<file path="src/rtl/emmc_ddr_rx_block_if.sv">
// eMMC DDR receive block bus: DAT sample pairs and control in, byte stream and status out.
// master drives samples/Start/Abort; slave is the receive engine.
interface emmc_ddr_rx_block_if;
  logic [3:0] RxPos;
  logic [3:0] RxNeg;
  logic       Start;
  logic       Abort;
  logic [7:0] DataOut;
  logic       DataValid;
  logic       Busy;
  logic       Done;
  logic       CrcError;
  logic       EndBitError;
  logic       Timeout;

  modport master (
    output RxPos, RxNeg, Start, Abort,
    input  DataOut, DataValid, Busy, Done,
    input  CrcError, EndBitError, Timeout
  );

  modport slave (
    input  RxPos, RxNeg, Start, Abort,
    output DataOut, DataValid, Busy, Done,
    output CrcError, EndBitError, Timeout
  );
endinterface

</file>
<file path="src/rtl/emmc_ddr_rx_block.sv">
// 4-bit DDR eMMC receive engine: start bit, byte assembly, 8x CRC16, end bit.
// Ports: Clk, Reset_n (async low), bus (slave modport of emmc_ddr_rx_block_if).
module emmc_ddr_rx_block #(
  parameter int BLOCK_BYTES    = 512,
  parameter int TIMEOUT_CYCLES = 65535
) (
  input logic                  Clk,
  input logic                  Reset_n,
  emmc_ddr_rx_block_if.slave   bus
);

  localparam logic [2:0] S_IDLE = 3'd0;
  localparam logic [2:0] S_WAIT = 3'd1;
  localparam logic [2:0] S_DATA = 3'd2;
  localparam logic [2:0] S_CRC  = 3'd3;
  localparam logic [2:0] S_END  = 3'd4;
  localparam logic [2:0] S_DONE = 3'd5;

  localparam logic [11:0] LAST_BYTE = 12'(BLOCK_BYTES - 1);
  localparam logic [15:0] TO_LIMIT  = 16'(TIMEOUT_CYCLES);
  localparam logic [15:0] POLY      = 16'h1021;

  logic [2:0]  state;
  logic [2:0]  state_nx;
  logic [11:0] cnt;
  logic [15:0] to_cnt;
  logic [15:0] crc_p [4];
  logic [15:0] crc_n [4];
  logic        mism;
  logic [7:0]  data_q;
  logic        dv_q;
  logic        crc_err_q;
  logic        end_err_q;
  logic        to_q;
  logic        start_bit;
  logic        end_ok;
  logic        to_hit;
  logic [3:0]  crc_idx;

  function automatic logic [15:0] crc_step(
    input logic [15:0] c,
    input logic        b
  );
    logic fb;
    fb = c[15] ^ b;
    return {c[14:0], 1'b0} ^ (fb ? POLY : 16'h0000);
  endfunction

  assign start_bit = (bus.RxPos == 4'h0) && (bus.RxNeg == 4'h0);
  assign end_ok    = (bus.RxPos == 4'hF) && (bus.RxNeg == 4'hF);
  assign to_hit    = (to_cnt == TO_LIMIT);
  // CRC cycle k carries bit 15-k
  assign crc_idx   = ~cnt[3:0];

  always_comb begin
    state_nx = state;
    if (bus.Abort && state != S_IDLE) begin
      state_nx = S_IDLE;
    end else begin
      unique case (state)
        S_IDLE: if (bus.Start) state_nx = S_WAIT;
        S_WAIT: begin
          if (start_bit)   state_nx = S_DATA;
          else if (to_hit) state_nx = S_DONE;
        end
        S_DATA: if (cnt == LAST_BYTE) state_nx = S_CRC;
        S_CRC:  if (cnt[3:0] == 4'hF) state_nx = S_END;
        S_END:  state_nx = S_DONE;
        S_DONE: state_nx = S_IDLE;
        default: state_nx = S_IDLE;
      endcase
    end
  end

  always_ff @(posedge Clk or negedge Reset_n) begin
    if (!Reset_n) begin
      state     <= S_IDLE;
      cnt       <= '0;
      to_cnt    <= '0;
      mism      <= 1'b0;
      data_q    <= '0;
      dv_q      <= 1'b0;
      crc_err_q <= 1'b0;
      end_err_q <= 1'b0;
      to_q      <= 1'b0;
      for (int n = 0; n < 4; n++) begin
        crc_p[n] <= '0;
        crc_n[n] <= '0;
      end
    end else begin
      state <= state_nx;
      dv_q  <= (state == S_DATA) && !bus.Abort;
      if (state == S_DATA && !bus.Abort)
        data_q <= {bus.RxPos, bus.RxNeg};

      unique case (state)
        S_IDLE: begin
          if (bus.Start) begin
            cnt       <= '0;
            to_cnt    <= '0;
            mism      <= 1'b0;
            crc_err_q <= 1'b0;
            end_err_q <= 1'b0;
            to_q      <= 1'b0;
            for (int n = 0; n < 4; n++) begin
              crc_p[n] <= '0;
              crc_n[n] <= '0;
            end
          end
        end
        S_WAIT: begin
          if (!start_bit) begin
            if (!to_hit)
              to_cnt <= to_cnt + 16'd1;
            else if (!bus.Abort)
              to_q <= 1'b1;
          end
        end
        S_DATA: begin
          for (int n = 0; n < 4; n++) begin
            crc_p[n] <= crc_step(crc_p[n], bus.RxPos[n]);
            crc_n[n] <= crc_step(crc_n[n], bus.RxNeg[n]);
          end
          // counter restarts so CRC state can reuse it
          if (cnt == LAST_BYTE) cnt <= '0;
          else                  cnt <= cnt + 12'd1;
        end
        S_CRC: begin
          for (int n = 0; n < 4; n++) begin
            if (bus.RxPos[n] != crc_p[n][crc_idx]) mism <= 1'b1;
            if (bus.RxNeg[n] != crc_n[n][crc_idx]) mism <= 1'b1;
          end
          cnt <= cnt + 12'd1;
        end
        S_END: begin
          if (!bus.Abort) begin
            end_err_q <= !end_ok;
            crc_err_q <= mism;
          end
        end
        S_DONE: ;
        default: ;
      endcase
    end
  end

  assign bus.DataOut     = data_q;
  assign bus.DataValid   = dv_q;
  assign bus.Busy        = (state != S_IDLE);
  assign bus.Done        = (state == S_DONE);
  assign bus.CrcError    = crc_err_q;
  assign bus.EndBitError = end_err_q;
  assign bus.Timeout     = to_q;

endmodule

</file>
<file path="src/flat_wrapper.sv">
// flat-port wrapper written by rule: the top's interface ports become plain ports
module emmc_ddr_rx_block_flat 
#(
  parameter int BLOCK_BYTES    = 512,
  parameter int TIMEOUT_CYCLES = 65535
)
  (Clk, Reset_n, bus_RxPos, bus_RxNeg, bus_Start, bus_Abort, bus_DataOut, bus_DataValid, bus_Busy, bus_Done, bus_CrcError, bus_EndBitError, bus_Timeout);
  emmc_ddr_rx_block_if bus_i ();
  input logic Clk;
  input logic Reset_n;
  input wire logic [$bits(bus_i.RxPos)-1:0] bus_RxPos;
  input wire logic [$bits(bus_i.RxNeg)-1:0] bus_RxNeg;
  input wire logic [$bits(bus_i.Start)-1:0] bus_Start;
  input wire logic [$bits(bus_i.Abort)-1:0] bus_Abort;
  output wire logic [$bits(bus_i.DataOut)-1:0] bus_DataOut;
  output wire logic [$bits(bus_i.DataValid)-1:0] bus_DataValid;
  output wire logic [$bits(bus_i.Busy)-1:0] bus_Busy;
  output wire logic [$bits(bus_i.Done)-1:0] bus_Done;
  output wire logic [$bits(bus_i.CrcError)-1:0] bus_CrcError;
  output wire logic [$bits(bus_i.EndBitError)-1:0] bus_EndBitError;
  output wire logic [$bits(bus_i.Timeout)-1:0] bus_Timeout;
  assign bus_i.RxPos = bus_RxPos;
  assign bus_i.RxNeg = bus_RxNeg;
  assign bus_i.Start = bus_Start;
  assign bus_i.Abort = bus_Abort;
  assign bus_DataOut = bus_i.DataOut;
  assign bus_DataValid = bus_i.DataValid;
  assign bus_Busy = bus_i.Busy;
  assign bus_Done = bus_i.Done;
  assign bus_CrcError = bus_i.CrcError;
  assign bus_EndBitError = bus_i.EndBitError;
  assign bus_Timeout = bus_i.Timeout;
  emmc_ddr_rx_block #(.BLOCK_BYTES(BLOCK_BYTES), .TIMEOUT_CYCLES(TIMEOUT_CYCLES)) u_core (.Clk(Clk), .Reset_n(Reset_n), .bus(bus_i));
endmodule
</file>
<file path="config.mk">
export PLATFORM = sky130hd
export DESIGN_NAME = emmc_ddr_rx_block_flat
export DESIGN_NICKNAME = d
export VERILOG_FILES = /design/src/rtl/emmc_ddr_rx_block_if.sv /design/src/rtl/emmc_ddr_rx_block.sv /design/src/flat_wrapper.sv
export SDC_FILE = /design/constraint.sdc
export NUM_CORES = 1
export LEC_CHECK = 0
export CAP_MARGIN = 20
export CORE_MARGIN = 2
export CORE_UTILIZATION = 47
export DETAILED_ROUTE_END_ITERATION = 7
export HOLD_SLACK_MARGIN = 0.1
export PLACE_DENSITY_LB_ADDON = 0.2
export SLEW_MARGIN = 20
export SYNTH_ARGS = -nofsm -noshare
export SYNTH_HDL_FRONTEND = slang
export SYNTH_SLANG_ARGS = --single-unit
</file>
<file path="constraint.sdc">
create_clock -name Clk -period 2.2 [get_ports Clk]
set_input_delay 0.33 -clock Clk [delete_from_list [all_inputs] [get_ports Clk]]
set_output_delay 0.33 -clock Clk [all_outputs]
set_load 0.1 [all_outputs]
</file>
Yosys cells after proc, flatten, opt, wreduce, memory -nomap -nowiden
Index checks and enable logic that the tools add are counted.
Storage, ports and cells
  register bits: 172
  input bits: 12
  output and inout bits: 14
  word-level logic and storage cells: 147
Cells by class
  add/subtract/negate cells: 2
  order comparisons: 1
  equal/unequal tests: 29
  mux-type cells: 59
  bitwise logic cells: 17
  reduce and logical (&&, ||, !) cells: 22
Operators with widths (count)
  $pmux 64 s2: 2
  $xor 16x16->16: 8
  $mux 13: 8
  $mux 64: 1
  $mux 16: 3
  $pmux 12 s3: 1
  $bmux 1 s4: 8
  $pmux 16 s2: 1
  $mux 12: 2
  $mux 1: 22
  $mux 3: 6
  $add 16x1->16 const B: 1
  $eq 16x16->1 const B: 1
  $pmux 3 s5: 1
  $add 12x1->12 const B: 1
  $eq 12x9->1 const B: 1
  $eq 4x4->1 const B: 3
  $ne 2x2->1 const B: 5
  $ne 9x1->1 const B: 1
  $logic_not 4->1: 2
  $ne 1x1->1: 8
  $pmux 1 s2: 4
  $reduce_and 4->1: 2
  $reduce_bool 2->1: 4
  other kinds (17): 34

Logic depth before layout (Yosys ltp)
Gate-level depths: netlist of run 1.
  depth after elaboration: 13
  depth in mapped cells: 11
  gate-level depth less buffers: 8

Worst setup path before layout of run 1
No wires, ideal clock.
  path type: register -> output
  start: reg u_core.state[2]
  end: out bus_Done
  arrival time: 1.945 ns
  data required time: 1.870 ns
  setup slack: -0.075 ns
  cell stages (with the launch flop): 4
  path buffers: 1
  cell sequence: dfrtp_1 -> clkbuf_1 -> inv_1 -> nor2_1
Between the ends
  longest elaborated chain between the ends: 1
Ends and longest elaborated chain
  start: declaration: line emmc_ddr_rx_block.sv:23  | logic [2:0] state;
  start signal: assignment: line emmc_ddr_rx_block.sv:91  | state <= state_nx;
  $eq 3x3->1: line emmc_ddr_rx_block.sv:150  | assign bus.Done = (state == S_DONE);
  end: declaration: line flat_wrapper.sv:18  | output wire logic [$bits(bus_i.Done)-1:0] bus_Done;
Every way passes these cells.

Final worst setup path of run 1
  start: reg u_core.cnt[1]
  end: reg u_core.mism
Between the ends
  longest elaborated chain between the ends: 12
  elaborated cells on any way between the ends: 35
  classes of those cells: 9 x eq/ne; 24 x mux; 1 x bitwise; 1 x reduce/logical
Ends and longest elaborated chain
  start: declaration: line emmc_ddr_rx_block.sv:25  | logic [11:0] cnt;
  start signal: assignment: line emmc_ddr_rx_block.sv:126  | else cnt <= cnt + 12'd1;
  start signal: assignment: line emmc_ddr_rx_block.sv:133  | cnt <= cnt + 12'd1;
  $not 4->4 (*): line emmc_ddr_rx_block.sv:53  | assign crc_idx = ~cnt[3:0];
  $bmux 1 s4: line emmc_ddr_rx_block.sv:131  | if (bus.RxNeg[n] != crc_n[n][crc_idx]) mism <= 1'b1;
  $mux 1 (implied by the code): line emmc_ddr_rx_block.sv:131
  $ne 1x1->1: line emmc_ddr_rx_block.sv:131
  $mux 1: line emmc_ddr_rx_block.sv:131
  $mux 1: line emmc_ddr_rx_block.sv:130  | if (bus.RxPos[n] != crc_p[n][crc_idx]) mism <= 1'b1;
  $mux 1: line emmc_ddr_rx_block.sv:131
  $mux 1: line emmc_ddr_rx_block.sv:130
  $mux 1: line emmc_ddr_rx_block.sv:131
  $mux 1: line emmc_ddr_rx_block.sv:130
  $mux 1: line emmc_ddr_rx_block.sv:131
  $pmux 1 s2: line emmc_ddr_rx_block.sv:96  | unique case (state)
  end signal: assignment: line emmc_ddr_rx_block.sv:101  | mism <= 1'b0;
  end signal: assignment: line emmc_ddr_rx_block.sv:130
  end signal: assignment: line emmc_ddr_rx_block.sv:131
  end: declaration: line emmc_ddr_rx_block.sv:29  | logic mism;
Mark *: on every way between the ends. The rest lies on a longest branch, timed or not. The select of a mux whose other input is x is not followed.
A chain may end at the register's enable or synchronous reset.

==> summary.log, run 1 <==
[clock_tree] register clock-pin slew on the reported worst setup and hold paths 0.07 ns
[synthesis] number of library cell types mapped by synthesis 62
[critical_path] category of the most critical setup path register to register
[sta] total of endpoints with negative setup slack in the final report 1
[critical_path] last element of the critical path u_core.mism
[power_and_ir_drop] largest vdd supply drop 0.0005163 V
[floorplan] initial cell density of the core 47.47%
[clock_tree] clock sink count 172
[critical_path] type of destination of the critical path register
[synthesis] proportion of synthesized flip-flops having asynchronous set or reset 100.0%
[worst_hold_path] class of the worst hold path input port to async pin
[critical_path] critical path startpoint u_core.cnt[1]
[floorplan] die footprint 19810 um2
[power_and_ir_drop] Psw 2.469 mW
[floorplan] total core area 18520 um2
[cells_and_area] relative area change from synthesis to final layout 17.08%
[cells_and_area] fraction of the core area covered by cells at the end of the flow 55.57%
[sta] setup slack of the critical path after layout -0.08234 ns
[clock_tree] CTS H-tree depth 4
[sta] Tmin final 2.282 ns
[grt] overall routing resource usage 21.39%
[sta] transition time at the pin with the least slew margin 0.6466 ns
[critical_path] arrival time of the worst setup path 2.60 ns
[critical_path] required time at the endpoint of the critical path 2.52 ns
[clock_tree] TritonCTS Buffers 17
[clock_tree] Root Driver clkbuf_16
[power_and_ir_drop] Clock power frac 38.8%
[routing] Routed WL 20.45 mm
[critical_path] cells on worst reg2reg path 8
[critical_path] worst flop-to-flop path endpoint u_core.mism
[placed_design] input/output buffers 25
[routing] DR WL met3 854 um
[synthesis] Synth Area per Inst 9.401 um2
[routing] overall via count from detail_route 6831
[grt] vias in the first global route 6430
[sta] final number of max-transition violations 0
[power_and_ir_drop] switching power share of the total 31.91%
[grt] overflow left after global routing 0
[placed_design] weighted congestion at the end of routability-driven global placement 0.9148
[power_and_ir_drop] leakage 4.981 nW
[power_and_ir_drop] Internal 5.269 mW
[cells_and_area] post-layout instance area 10290 um2
[clock_tree] worst-case clock buffer depth 2
[critical_path] type of origin of the critical path register
[routing] router iterations before antenna repair 7
[sta] Total Neg Setup Slack -0.08234 ns
[run] number of violations of the max-capacitance limit 0
[routing] Via-to-Cell Ratio 5.581
[placed_design] cell count after placement 1189
[sta] Final Hold Violating Endpoints 0
[power_and_ir_drop] overall power consumption 7.738 mW
[routing] DRC violation count after routing 0
[floorplan] DIE WIDTH 140.8 um
[power_and_ir_drop] Logic pwr share 18.6%
[power_and_ir_drop] fraction of power consumed by sequential logic 42.6%
[floorplan] top-level port count 26
[grt] wire length of the first global-routing pass 34.00 mm
[cells_and_area] share of final-layout standard cells stronger than drive strength 1 15.96%
[critical_path] worst flop-to-flop path startpoint u_core.cnt[1]
[cells_and_area] fin nets 991
[synthesis] Cell Area, Synth 8790 um2
[grt] largest net degree at the start of global routing 131
[synthesis] part of the Yosys area used for sequential elements 48.97%
[synthesis] Synth Register Bits 172
[synthesis] Post-Synthesis Net Count 949
[cells_and_area] ant diodes 0
[sta] Slew HR 56.90%
[cells_and_area] fin cells 1224
[critical_path] peak fanout along the critical path 7
[sta] final cycle utilization of the critical path 103.7%
[routing] length of routed met2 wiring 9.557 mm
[sta] setup repair after global routing missed its margin true
[routing] average wire per standard cell 16.71 um
[routing] number of DRC markers after the initial detailed-route iteration 561
[power_and_ir_drop] power density over cell area 752.0 nW/um2
[floorplan] DIE HEIGHT 140.8 um
[routing] Met1 Wirelength 9.741 mm
[routing] top layer used by detailed routing met4
[sta] setup skew after layout 0.009114 ns
[synthesis] synthesized instance count 935
[critical_path] R2R setup slack -0.08 ns
[placed_design] post-detailed-placement half-perimeter wirelength 13.16 mm
[floorplan] Placement Rows 50
[clock_tree] clock insertion delay at the later pin of the skew report 0.43 ns
[synthesis] most instantiated flip-flop cell in the synthesis netlist dfrtp_1
[placed_design] pre-CTS setup slack -0.2095 ns
[sta] worst hold slack across all endpoints 0.3887 ns
[placed_design] placed cell areas 9599 um2
[sta] Max Fclk 0.4381 GHz
[clock_tree] TritonCTS clock tree yes
[synthesis] Warnings, synthesis 0
[synthesis] EDFF count, synth 0
[grt] number of antenna violations at the first check in global routing 0
[run_status] violated checks negative setup slack
[run_status] result of the run complete, but fails checks
[routing] count of nets left with antenna violations after detail routing 0
how the worst min path moves through the flow:
stage,start,endpoint,slack (ns),cells after the start
after floorplan,Reset_n,u_core.bus.CrcError,0.03,0
after global routing,Reset_n,u_core.crc_n[10],0.42,2
final,Reset_n,u_core.crc_n[31],0.39,2
after global placement,Reset_n,u_core.crc_n[10],0.29,1
after detailed placement,Reset_n,u_core.crc_n[10],0.29,1
after CTS,Reset_n,u_core.crc_n[9],0.39,2
repair_timing:
item / CTS / global route
setup endpoints to repair: 2 / 5
setup buffers: 2 / 0
hold buffers: 1 / 0
cloned: 0 / 0
pin swaps: 3 / 4
hold endpoints to repair: 40 / 0
gates resized for setup: 9 / 11
cells in the mapped netlist (4+ instances only):
master / count / area [um2]
a22oi_1: 4 / 30.03
mux4_2: 13 / 292.8
xor2_1: 22 / 192.7
o21ai_0: 34 / 170.2
inv_1: 11 / 41.29
nand2b_1: 4 / 25.02
o22ai_1: 5 / 31.28
mux2i_1: 19 / 190.2
a2111oi_0: 4 / 35.03
nand2_1: 257 / 964.7
buf_2: 5 / 25.02
and3_1: 6 / 37.54
nor4_1: 6 / 37.54
nor3_1: 11 / 55.05
nand3_1: 134 / 670.6
nor2_1: 39 / 146.4
mux2_2: 13 / 146.4
xnor2_1: 31 / 271.5
mux4_1: 12 / 315.3
dfrtp_1: 172 / 4304
nor2b_1: 5 / 31.28
nand4_1: 8 / 50.05
buf_1: 6 / 22.52
clkbuf_1: 52 / 195.2
and2_1: 4 / 25.02
a21oi_1: 6 / 30.03
kinds of logic after synthesis:
group,Yosys count,share of synthesized area (%)
AND/OR/NAND/NOR,484,24.14
flip-flops,172,48.97
AO/OA/AOI/OAI,86,6.534
buffers and inverters,80,3.929
multiplexers,57,10.75
XOR/XNOR,53,5.281
adder cells (fa/ha/maj),3,0.3985
cell usage in the layout, fill, tap and decap left out, drive strengths merged, types with 3 or more instances in the layout:
cell type and n:
clkinv 4, o21ai 36, nor2b 5, inv 19, a21oi 7, and2 4, nor3 11, o31ai 3
clkdlybuf4s50 10, and3 6, nor2 39, a31oi 3, mux4 25, mux2i 19, clkbuf 18, nand4 8
xor2 22, or3 3, a2111oi 5, nand2 257, mux2 13, a22oi 4, dfrtp 172, xnor2 31
and4 4, nand3 134, nand2b 4, o22ai 5, nor4 6, buf 80
power by group through the flow:
stage / logic [mW] / clock network (mW) / registers, mW
3_3_place_gp: 1.41 / 0 / 3.36
3_5_place_dp: 1.41 / 0 / 3.36
6_report: 1.44 / 3.00 / 3.29
5_1_grt: 1.56 / 3.20 / 3.30
2_1_floorplan: 0.794 / 0 / 3.45
4_1_cts: 1.44 / 3.09 / 3.29
sequential cells by signal (all words and copies together) (netlist names), 3 cells and up:
name                flops
u_core.bus.DataOut      8
u_core.cnt             12
u_core.crc_n           64
u_core.crc_p           64
u_core.state            3
u_core.to_cnt          16
per-layer routing:
layer,GRT usage [%],up-vias
li1,-,3320
met1,31.41,3345
met2,32.66,146
met3,4.314,20
met4,5.737,0
met5,0,-
layout make-up:
type                    instances  area [um2]
multi-input cells             683        4218
fillers                      1635        8227
clock inverters                14       153.9
clock buffers                  18       429.2
flip-flops and latches        172        4307
inverters                      12       45.04
repair buffers                 91       845.8
well taps                     234       292.8
worst max-delay path: stages, from the launching register on:
cell,delay (ns)
dfrtp_2,0.50
buf_6,0.19
mux2i_4,0.30
nor3_1,0.08
nor4_1,0.33
o311ai_0,0.19
o31ai_1,0.26
and4_4,0.25
a21oi_2,0.05
Power figures use the tool's default switching activity.
==> inputs of run 2 (changes only) <==
--- a/config.mk
+++ b/config.mk
@@ -8,6 +8,7 @@
 export CAP_MARGIN = 20
 export CORE_MARGIN = 2
 export CORE_UTILIZATION = 47
+export CTS_BUF_LIST = sky130_fd_sc_hd__clkbuf_2
 export DETAILED_ROUTE_END_ITERATION = 7
 export HOLD_SLACK_MARGIN = 0.1
 export PLACE_DENSITY_LB_ADDON = 0.2
==> summary.log, run 2 (same netlist as run 1, synthesis figures left out) <==
[placed_design] input/output buffers 25
[critical_path] cell breakdown of the critical path buf_6 -> buf_4 -> mux4_2 -> a22oi_1 -> a31oi_1 -> a31o_2 -> a21oi_1 -> a21oi_2
[sta] Slew HR 54.82%
[critical_path] peak fanout along the critical path 8
[sta] setup slack of the critical path after layout -0.1163 ns
[sta] total of endpoints with negative setup slack in the final report 2
[routing] Met1 Wirelength 9.828 mm
[floorplan] total core area 18520 um2
[sta] setup skew after layout 0.02725 ns
[cells_and_area] fin cells 1239
[grt] vias in the first global route 6428
[critical_path] cell type of the slowest stage on the worst timing path mux4_2
[clock_tree] Root Driver clkbuf_2
[grt] number of antenna violations at the first check in global routing 1
[cells_and_area] relative area change from synthesis to final layout 15.00%
[sta] worst hold slack across all endpoints 0.2887 ns
[routing] overall via count from detail_route 6881
[cells_and_area] Top Registers u_core.crc_n: 64 flops, u_core.crc_p: 64 flops, u_core.to_cnt: 16 flops
[routing] DRC violation count after routing 0
[critical_path] type of destination of the critical path register
[routing] Via-to-Cell Ratio 5.554
[clock_tree] clock insertion delay at the later pin of the skew report 0.79 ns
[cells_and_area] share of final-layout standard cells stronger than drive strength 1 18.63%
[clock_tree] worst-case clock buffer depth 2
[sta] Total Neg Setup Slack -0.1324 ns
[routing] count of nets left with antenna violations after detail routing 0
[clock_tree] TritonCTS clock tree yes
[routing] DR WL met3 964 um
[sta] Tmin final 2.316 ns
[run] number of violations of the max-capacitance limit 0
[critical_path] type of origin of the critical path register
[clock_tree] TritonCTS Buffers 17
[cells_and_area] fill count 1668
[sta] final cycle utilization of the critical path 105.3%
[floorplan] initial cell density of the core 47.47%
[grt] largest net degree at the start of global routing 131
[routing] router iterations before antenna repair 4
[grt] wire length of the first global-routing pass 34.09 mm
[grt] overflow left after global routing 0
[placed_design] weighted congestion at the end of routability-driven global placement 0.9148
[clock_tree] clock sink count 172
[run_status] result of the run complete, but fails checks
[power_and_ir_drop] leakage 4.899 nW
[routing] Routed WL 20.59 mm
[clock_tree] register clock-pin slew on the reported worst setup and hold paths 0.27 ns
[placed_design] cell count after placement 1189
[cells_and_area] fraction of the core area covered by cells at the end of the flow 54.59%
[sta] Max Fclk 0.4317 GHz
[routing] number of DRC markers after the initial detailed-route iteration 690
[floorplan] top-level port count 26
[routing] length of routed met2 wiring 9.552 mm
[routing] top layer used by detailed routing met4
[sta] setup repair after global routing missed its margin true
[critical_path] category of the most critical setup path register to register
[cells_and_area] leading cell type in the layout, fill and taps excluded nand2_1
[floorplan] DIE HEIGHT 140.8 um
[power_and_ir_drop] power density over cell area 655.8 nW/um2
[sta] Final Hold Violating Endpoints 0
[grt] overall routing resource usage 21.46%
[power_and_ir_drop] overall power consumption 6.629 mW
[sta] final number of max-transition violations 0
[critical_path] required time at the endpoint of the critical path 2.90 ns
[run_status] violated checks negative setup slack
[placed_design] post-detailed-placement half-perimeter wirelength 13.16 mm
[floorplan] DIE WIDTH 140.8 um
[critical_path] arrival time of the worst setup path 3.01 ns
[clock_tree] CTS H-tree depth 4
[floorplan] die footprint 19810 um2
[routing] average wire per standard cell 16.62 um
[sta] transition time at the pin with the least slew margin 0.6776 ns
[critical_path] largest stage delay on the critical path 0.58 ns
[cells_and_area] fin nets 1005
[worst_hold_path] class of the worst hold path input port to register
[cells_and_area] most used cells in the layout excluding fill and tap cells 255 x nand2_1, 168 x dfrtp_1, 134 x nand3_1
[power_and_ir_drop] largest vdd supply drop 0.0004679 V
[floorplan] Placement Rows 50
run 2: cell types whose count changed in the layout (fill, tap and decap cells not counted), moves of 2 or more:
cell	change
buf_4	+10
buf_8	+2
clkbuf_16	-17
clkbuf_2	+18
dfrtp_1	-2
dfrtp_2	+2
mux2i_1	-2
mux2i_2	+2
mux4_1	-4
mux4_2	+4
run 2: report_power, final:
part	internal (mW)	switching [mW]
clock	0.471	1.25
sequential	3.24	0.0665
combinational	0.526	1.07
run 2: per-stage QoR:
| step | worst slack [ns] | instance area (um2) |
|---|---|---|
| after CTS | -0.1134 | 10020 |
| after detailed placement | -0.2095 | 9599 |
| final | -0.1163 | 10110 |
| after global placement | -0.2269 | 9599 |
| after floorplan | 0.01460 | 8792 |
| after global routing | -0.2330 | 10110 |
run 2: final cells by class:
| type | instances | area [um2] | share of cell area (%) |
|---|---|---|---|
| Clock inverter | 14 | 153.9 | 1.522 |
| Sequential cell | 172 | 4309 | 42.63 |
| Inverter | 12 | 47.55 | 0.4704 |
| Tap cell | 234 | 292.8 | 2.896 |
| Antenna cell | 1 | 2.502 | 0.02476 |
| Clock buffer | 18 | 90.09 | 0.8912 |
| Timing Repair Buffer | 105 | 980.9 | 9.704 |
| Multi-Input combinational cell | 683 | 4232 | 41.86 |
run 2: worst paths after layout:
path                                  from                     to  slack, ns  depth (start not counted)
hold / removal                bus_RxNeg[2]  u_core.bus.DataOut[2]       0.29                          2
max in group asynchronous          Reset_n        u_core.crc_p[9]       1.22                          4
min in group asynchronous          Reset_n       u_core.crc_n[11]       0.62                          4
setup reg to reg             u_core.cnt[0]            u_core.mism      -0.12                          8
hold reg to reg            u_core.crc_n[5]        u_core.crc_n[6]       0.51                          2
setup / recovery             u_core.cnt[0]            u_core.mism      -0.12                          8
run 2: layer usage:
metal | up-vias | global-route usage, %
met2 | 152 | 32.91
met1 | 3385 | 31.39
met5 | - | 0
met3 | 10 | 4.654
li1 | 3334 | -
met4 | 0 | 5.211
run 2: timing repair:
action                     in CTS  in global routing
pin swaps                       6                 10
cloned                          0                  0
hold endpoints to repair      172                  0
gates resized for setup        20                 23
buffers inserted               10                  4
hold buffers                    3                  0
setup endpoints to repair       6                  9
run 2: critical path, delay by kind of cell (launching register included):
| family | cells | cell delay (ns) |
|---|---|---|
| AO/OA/AOI/OAI | 5 | 0.83 |
| multiplexers | 1 | 0.58 |
| flip-flops | 1 | 0.53 |
| buffers and inverters | 2 | 0.29 |
==> inputs of run 3 (changes only) <==
--- a/config.mk
+++ b/config.mk
@@ -7,7 +7,7 @@
 export LEC_CHECK = 0
 export CAP_MARGIN = 20
 export CORE_MARGIN = 2
-export CORE_UTILIZATION = 47
+export CORE_UTILIZATION = 58
 export CTS_BUF_LIST = sky130_fd_sc_hd__clkbuf_2
 export DETAILED_ROUTE_END_ITERATION = 7
 export HOLD_SLACK_MARGIN = 0.1
==> summary.log, run 3 (same netlist as run 1, synthesis figures left out) <==
[routing] average wire per standard cell 17.68 um
[power_and_ir_drop] Logic pwr share 24.9%
[critical_path] R2R setup slack -0.08 ns
[critical_path] family with the most delay on the worst path compound AO/OA/AOI/OAI gates
[routing] count of nets left with antenna violations after detail routing 0
[power_and_ir_drop] Psw 2.322 mW
[sta] total of endpoints with negative setup slack in the final report 1
[sta] setup slack of the critical path after layout -0.07734 ns
[sta] Slew HR 59.96%
[cells_and_area] fill count 1099
[cells_and_area] post-layout instance area 10140 um2
[grt] wire length of the first global-routing pass 35.15 mm
[floorplan] total core area 14640 um2
[grt] met2 track demand over resource 42.44%
[sta] Final Hold Violating Endpoints 0
[routing] Routed WL 20.97 mm
[power_and_ir_drop] Internal 4.447 mW
[clock_tree] CTS H-tree depth 4
[grt] met1 track utilization from global routing 39.15%
[routing] number of DRC markers after the initial detailed-route iteration 691
[grt] layer with the highest usage met2
[critical_path] worst flop-to-flop path startpoint u_core.cnt[0]
[sta] Max Fclk 0.4391 GHz
[routing] overall via count from detail_route 7079
[floorplan] DIE WIDTH 127.1 um
[run_status] violated checks negative setup slack
[sta] final cycle utilization of the critical path 103.5%
[power_and_ir_drop] leakage 4.912 nW
[clock_tree] register clock-pin slew on the reported worst setup and hold paths 0.25 ns
[placed_design] placed cell areas 9582 um2
[grt] overall routing resource usage 27.19%
[power_and_ir_drop] fraction of power consumed by sequential logic 48.8%
[power_and_ir_drop] largest vdd supply drop 0.0005241 V
[floorplan] initial cell density of the core 60.02%
[placed_design] input/output buffers 25
[power_and_ir_drop] power density over cell area 667.6 nW/um2
[grt] largest net degree at the start of global routing 131
[sta] transition time at the pin with the least slew margin 0.6006 ns
[grt] number of antenna violations at the first check in global routing 1
[sta] Total Neg Setup Slack -0.07734 ns
[run_status] result of the run complete, but fails checks
[routing] router iterations before antenna repair 5
[floorplan] top-level port count 26
[critical_path] largest stage delay on the critical path 0.54 ns
[critical_path] total buffers and inverters traversed by the critical path 1
[worst_hold_path] worst hold path endpoint u_core.bus.DataOut[7]
[critical_path] worst flop-to-flop path endpoint u_core.mism
[floorplan] DIE HEIGHT 127.1 um
[critical_path] cells on worst reg2reg path 8
[placed_design] weighted congestion at the end of routability-driven global placement 0.8657
[cells_and_area] fin nets 1002
[floorplan] Placement Rows 44
[cells_and_area] most used cells in the layout excluding fill and tap cells 255 x nand2_1, 167 x dfrtp_1, 132 x nand3_1
[cells_and_area] Reg area 4310 um2
[cells_and_area] Top Registers u_core.crc_n: 64 flops, u_core.crc_p: 64 flops, u_core.to_cnt: 16 flops
[floorplan] die footprint 16160 um2
[clock_tree] clock insertion delay at the later pin of the skew report 0.77 ns
[cells_and_area] leading cell type in the layout, fill and taps excluded nand2_1
[sta] setup repair after global routing missed its margin true
[clock_tree] clock sink count 172
[worst_hold_path] worst min-delay path startpoint bus_RxPos[3]
[routing] Via-to-Cell Ratio 5.969
[critical_path] type of origin of the critical path register
[critical_path] type of destination of the critical path register
[placed_design] pre-CTS setup slack -0.1916 ns
[power_and_ir_drop] Clock power frac 26.3%
[critical_path] cell breakdown of the critical path buf_12 -> mux4_2 -> xnor2_2 -> nand2_1 -> o31a_1 -> a2111oi_2 -> and4_4 -> a21oi_2
[sta] worst hold slack across all endpoints 0.3147 ns
[sta] final number of max-transition violations 0
[cells_and_area] relative area change from synthesis to final layout 15.35%
[critical_path] category of the most critical setup path register to register
[routing] DRC violation count after routing 0
[critical_path] cell type of the slowest stage on the worst timing path mux4_2
[worst_hold_path] cell depth of the worst hold path 2
[critical_path] required time at the endpoint of the critical path 2.85 ns
[clock_tree] Root Driver clkbuf_2
[worst_hold_path] class of the worst hold path input port to register
[sta] Tmin final 2.277 ns
[critical_path] peak fanout along the critical path 7
[grt] met3 track demand over resource in global routing 5.402%
[cells_and_area] share of final-layout standard cells stronger than drive strength 1 18.68%
[grt] vias in the first global route 6979
[power_and_ir_drop] switching power share of the total 34.30%
[grt] overflow left after global routing 0
[critical_path] arrival time of the worst setup path 2.93 ns
[sta] setup skew after layout 0.03591 ns
[run] number of violations of the max-capacitance limit 0
[clock_tree] worst-case clock buffer depth 2
[clock_tree] TritonCTS Buffers 17
[cells_and_area] footprint of the multi-input gates 4270 um2
[placed_design] post-detailed-placement half-perimeter wirelength 13.37 mm
[clock_tree] TritonCTS clock tree yes
## run 3: cell types whose count changed in the layout (fill, tap and decap cells not counted), sizes merged
cell      change
inv           -5
buf           -3
clkinv        +3
bufinv        +2
clkbuf        -1
clkinvlp      +1
## run 3: metal layers
metal  vias to the layer above  routed length (um)
li1                       3326                   -
met1                      3528                9616
met2                       193                9963
met3                        32                 960
met4                         0                 425
met5                         -                   0
## run 3: worst max path at each step
stage	startpoint	to	cells after the start
6_report	u_core.cnt[0]	u_core.mism	8
5_1_grt	u_core.cnt[0]	u_core.mism	8
4_1_cts	u_core.cnt[0]	u_core.mism	8
3_5_place_dp	u_core.cnt[0]	u_core.mism	7
3_3_place_gp	u_core.cnt[0]	u_core.mism	7
2_1_floorplan	u_core.cnt[0]	u_core.mism	9
## run 3: timing repair
action,CTS,global route
hold endpoints to repair,172,0
pin swaps,1,7
gates resized for setup,23,20
buffers inserted,11,4
setup endpoints to repair,6,15
hold buffers,3,0
## run 3: cell type report
type | instances | area share [%]
clock buffer | 17 | 0.8392
sequential | 172 | 42.51
timing repair buffer | 102 | 10.08
antenna | 1 | 0.02468
clock inverter | 15 | 1.678
multi-input combinational | 683 | 42.12
tap | 184 | 2.271
inverter | 12 | 0.4690
## run 3: per-stage QoR
step / power, mW / util, % / std cells
detailed placement: 4.762 / 65.43 / 1135
global route: 7.071 / 69.23 / 1186
CTS: 6.673 / 68.47 / 1181
finish: 6.769 / 69.23 / 1186
floorplan: 4.240 / - / 935
global placement: 4.753 / 65.43 / 1135
## run 3: power by group through the flow
stage | clock network [mW] | registers (mW) | logic (mW)
2_1_floorplan | 0 | 3.45 | 0.794
3_3_place_gp | 0 | 3.36 | 1.39
3_5_place_dp | 0 | 3.36 | 1.40
4_1_cts | 1.82 | 3.29 | 1.56
5_1_grt | 1.95 | 3.31 | 1.81
6_report | 1.78 | 3.30 | 1.69
